$ cat config.mk
export PLATFORM = sky130hd
export DESIGN_NAME = mux4b_rr_arbiter
export DESIGN_NICKNAME = d
export VERILOG_FILES = /design/src/rtl/mux4b_arb_pkg.sv /design/src/rtl/mux4b_rr_arbiter_rr_pick.sv /design/src/rtl/mux4b_rr_arbiter.sv
export SDC_FILE = /design/constraint.sdc
export NUM_CORES = 1
export LEC_CHECK = 0
export ABC_AREA = 1
export CORE_UTILIZATION = 48
export DETAILED_ROUTE_END_ITERATION = 8
export GPL_TIMING_DRIVEN = 1
export PLACE_DENSITY = 0.84
export SLEW_MARGIN = 10
export SYNTH_ARGS = -nofsm -noshare
export SYNTH_HDL_FRONTEND = slang
export SYNTH_SLANG_ARGS = --single-unit
$ cat constraint.sdc
create_clock -name clk -period 2.7 [get_ports clk]
set_input_delay 0.27 -clock clk [delete_from_list [all_inputs] [get_ports clk]]
set_output_delay 0.27 -clock clk [all_outputs]
set_load 0.1 [all_outputs]
$ cat src/rtl/mux4b_arb_pkg.sv
// Shared constants, FSM state type and one-hot helper for the 4-port round-robin mux arbiter.
package mux4b_arb_pkg;

   localparam int unsigned N_PORTS = 4;
   localparam int unsigned SEL_W   = 2;

   typedef enum logic {
      ST_IDLE,
      ST_BUSY
   } state_t;

   function automatic logic [N_PORTS-1:0] onehot(input logic [SEL_W-1:0] idx);
      logic [N_PORTS-1:0] v;
      v      = '0;
      v[idx] = 1'b1;
      return v;
   endfunction

endpackage

$ cat src/rtl/mux4b_rr_arbiter_rr_pick.sv
// Combinational round-robin picker: first requester after ptr (mod 4), optionally skipping one port.
module rr_pick
   import mux4b_arb_pkg::*;
(
   input  logic [N_PORTS-1:0] req,
   input  logic [SEL_W-1:0]   ptr,
   input  logic               excl_en,
   input  logic [SEL_W-1:0]   excl,
   output logic               any,
   output logic [SEL_W-1:0]   idx
);

   logic [SEL_W-1:0] cand;

   // Scan from farthest to nearest so the nearest hit after ptr is the one left standing.
   always_comb begin
      any  = 1'b0;
      idx  = '0;
      cand = '0;
      for (int unsigned k = N_PORTS; k >= 1; k--) begin
         cand = ptr + SEL_W'(k);
         if (req[cand] && !(excl_en && (cand == excl))) begin
            any = 1'b1;
            idx = cand;
         end
      end
   end

endmodule

$ cat src/rtl/mux4b_rr_arbiter.sv
// Round-robin arbiter sharing one WIDTH-bit 4:1 mux among 4 valid/ready requesters.
module mux4b_rr_arbiter
   import mux4b_arb_pkg::*;
#(
   parameter int unsigned WIDTH    = 4,
   parameter int unsigned MAX_HOLD = 4
) (
   input  logic               clk,
   input  logic               rst_n,
   input  logic [N_PORTS-1:0] req,
   input  logic [WIDTH-1:0]   d0,
   input  logic [WIDTH-1:0]   d1,
   input  logic [WIDTH-1:0]   d2,
   input  logic [WIDTH-1:0]   d3,
   input  logic               ready,
   output logic [N_PORTS-1:0] grant,
   output logic [SEL_W-1:0]   sel,
   output logic               out_valid,
   output logic [WIDTH-1:0]   out_data,
   output logic               beat
);

   localparam int unsigned    CNT_W = $clog2(MAX_HOLD + 1);
   localparam logic [CNT_W-1:0] LAST = CNT_W'(MAX_HOLD - 1);

   state_t             state, state_n;
   logic [N_PORTS-1:0] grant_n;
   logic [SEL_W-1:0]   sel_n;
   logic [SEL_W-1:0]   ptr, ptr_n;
   logic [CNT_W-1:0]   cnt, cnt_n;
   logic               pick_any;
   logic [SEL_W-1:0]   pick_idx;

   // Excluding the owner while busy is harmless on release (its req is already low),
   // so one picker serves both the release and the forced-rotation decision.
   rr_pick u_pick (
      .req     (req),
      .ptr     (ptr),
      .excl_en (state == ST_BUSY),
      .excl    (sel),
      .any     (pick_any),
      .idx     (pick_idx)
   );

   assign out_valid = |(grant & req);
   assign beat      = out_valid & ready;

   always_comb begin
      out_data = '0;
      if (out_valid) begin
         case (sel)
            2'd0: out_data = d0;
            2'd1: out_data = d1;
            2'd2: out_data = d2;
            2'd3: out_data = d3;
         endcase
      end
   end

   always_comb begin
      state_n = state;
      grant_n = grant;
      sel_n   = sel;
      ptr_n   = ptr;
      cnt_n   = cnt;
      case (state)
         ST_IDLE: begin
            if (pick_any) begin
               state_n = ST_BUSY;
               grant_n = onehot(pick_idx);
               sel_n   = pick_idx;
               ptr_n   = pick_idx;
               cnt_n   = '0;
            end
         end
         ST_BUSY: begin
            if (!req[sel]) begin
               cnt_n = '0;
               if (pick_any) begin
                  grant_n = onehot(pick_idx);
                  sel_n   = pick_idx;
                  ptr_n   = pick_idx;
               end else begin
                  state_n = ST_IDLE;
                  grant_n = '0;
               end
            end else if (beat) begin
               if (cnt == LAST) begin
                  cnt_n = '0;
                  if (pick_any) begin
                     grant_n = onehot(pick_idx);
                     sel_n   = pick_idx;
                     ptr_n   = pick_idx;
                  end
               end else begin
                  cnt_n = cnt + 1'b1;
               end
            end
         end
         default: begin
            state_n = ST_IDLE;
            grant_n = '0;
         end
      endcase
   end

   always_ff @(posedge clk or negedge rst_n) begin
      if (!rst_n) begin
         state <= ST_IDLE;
         grant <= '0;
         sel   <= '0;
         ptr   <= 2'd3;
         cnt   <= '0;
      end else begin
         state <= state_n;
         grant <= grant_n;
         sel   <= sel_n;
         ptr   <= ptr_n;
         cnt   <= cnt_n;
      end
   end

endmodule
==> qor.csv <==
metric,value,unit
synthArstFlopShare,100,%
clockBufferDepth,2,
cts_sinks,12,
cts-buffers-inserted,3,
synth_area_per_cell,5.99,sq um
die_area,2330,sq um
setup_slack,0.657,ns
grt.total_usage,29.0,%
syn-cell-area,1030,sq um
drv_slew,0,
synth_area_leaders,"nand2_1, dfrtp_1, nand3_1",
r2r_slack,0.70,ns
grt_setup_unrepaired,no,
finalHoldViolCount,0,
grt_start_max_net_pins,14,
clkTransAtPathRegs,0.08,ns
initial_utilization,52.0,%
setup_viol,0,
finalCritPeriodShare,75.7,%
core-area,1980,sq um
synth-edff-count,0,
routed_wl,3010,um
die_w,48.3,um
cp.arrival,1.77,ns
crit_fanout,6,
cts_resized,0,
post-dp-hpwl,2460,um
path_class,input pin to output port,
ant_nets,0,
diodes,0,
fin_skew,0.00417,ns
critical-path-top-delay-family,buffers and inverters,
wl_per_cell,12.8,um
synth_top_area_share,25.9,%
synth-seq-area-share,29.4,%
r2r-start,ptr[0]$_DFFE_PN1P_,
status,"complete, no violations",
synth_nets,196,
clkLatencyLatePin,0.28,ns
cp-start-kind,input pin,
cap_violations,0,
rows,16,
grt_first_pass_wirelength,5290,um
cp-end-kind,output port,
drc,0,
netlist_instances,172,
cp.depth,6,
startpoint,req[0],
drt_iter0_drc,34,
final_nets,234,
layout-area-overhead-vs-synth,49.3,%
die_y,48.3,um
synth_seq_cells,12,
synth.distinct_cells,24,
cp_slowest_cell,clkdlybuf4s50_1,
hp-class,input pin to async pin,
relSlewSlack,62.9,%
htree_num_levels,1,
ios,35,
cp_num_buf_inv,2,
place.gp.congestion,1.01,
synth_common_cells,"nand2_1, nand3_1, inv_1, nor2_1",
crit_path_end,out_data[2],
vias,1269,
grt_overflow_total,0,
reg2regPathDepth,12,
io_buffers,34,
r2r_end,ptr[0]$_DFFE_PN1P_,
grt_pass1_vias,1233,
antenna_found_initial,0,
tightest_slew,0.554,ns
first_pass_iters,4,
vias_per_cell,5.38,
synth_warnings,0,
cp_slowest_stage_delay,0.57,ns
cts_tree,built,
cts_setup_buffers,0,
synth_most_common_cell,nand2_1,
pre_cts_slack,0.588,ns
synthFlopType,dfrtp_1,
max_freq,489,MHz
critical_path_required,2.43,ns
drive_gt1_share,22.0,%
layout_min_cycle_time,2.04,ns
finish.utilization,77.6,%
synth_top_cell_by_area,nand2_1,
root_buffer,clkbuf_4,
ctsHoldBuffers,0,
crit_chain,"clkdlybuf4s50_1, nand2_1, nand4_1, o21ai_0, a31oi_4, buf_12",
[cell families (layout without fill, tap and decap cells)]
| group | after synthesis | in the layout | share of synthesized area (%) |
|---|---|---|---|
| buffers and inverters | 20 | 57 | 7.66 |
| adder cells (fa/ha/maj) | 1 | 1 | 1.21 |
| AO/OA/AOI/OAI | 29 | 29 | 16.3 |
| flip-flops | 12 | 12 | 29.4 |
| AND/OR/NAND/NOR | 110 | 110 | 45.4 |
[routing by layer]
metal / up-vias / wire length (um) / GRT usage (%)
met4: 0 / 57 / 11.8
met5: - / 0 / 0
li1: 632 / - / -
met3: 7 / 260 / 5.66
met2: 60 / 1380 / 46.2
met1: 570 / 1310 / 38.5
[registers in the layout (all words and copies together) (netlist names)]
name and flops:
state 1, cnt 3, sel 2, grant 4, ptr 2
[metrics by stage]
| stage | cell area [sq um] | cells | hold slack [ns] | TNS (ns) |
|---|---|---|---|---|
| after floorplan | 1100 | 172 | -0.0256 | -2.12 |
| after global placement | 1500 | 232 | 0.484 | 0 |
| after detailed placement | 1500 | 232 | 0.503 | 0 |
| after CTS | 1540 | 236 | 0.346 | 0 |
| after global routing | 1540 | 236 | 0.370 | 0 |
| final | 1540 | 236 | 0.343 | 0 |
[how the worst min path moves through the flow]
stage / start / endpoint / slack (ns) / cells past startpoint
after floorplan: rst_n / cnt[0]$_DFFE_PN0P_ / -0.03 / 0
after global placement: cnt[2]$_DFFE_PN0P_ / cnt[2]$_DFFE_PN0P_ / 0.48 / 2
after detailed placement: cnt[2]$_DFFE_PN0P_ / cnt[2]$_DFFE_PN0P_ / 0.50 / 2
after CTS: rst_n / cnt[2]$_DFFE_PN0P_ / 0.35 / 1
after global routing: rst_n / sel[1]$_DFFE_PN0P_ / 0.37 / 1
final: rst_n / grant[1]$_DFFE_PN0N_ / 0.34 / 1
[cell usage in the layout, fill, tap and decap left out, types with 4 or more instances in the layout]
cell	netlist	final
dfrtp_1	10	6
dfrtp_4	0	4
nand3_1	14	14
nand2_1	71	70
nor2_1	12	11
buf_4	1	7
nand2_2	4	5
buf_12	0	5
inv_2	7	7
inv_1	12	11
nor2_2	3	4
o21ai_1	10	10
o21ai_0	7	7
clkdlybuf4s50_1	0	22
[layout make-up]
type	count	area, sq um
fillers	159	444
flip-flops and latches	12	318
repair buffers	34	373
inverters	19	75.1
multi-input cells	140	702
well taps	27	33.8
clock buffers	4	36.3
[worst register-to-register path, delay by kind of cell (launching register included)]
kind            cells  cell delay [ns]
simple gates        8             0.78
flops               1             0.67
buf+inv             3             0.27
compound gates      1             0.19
Power is left out: the tool's default activity adds up to more than one toggle a clock period on the data nets, which glitch-free logic cannot reach.
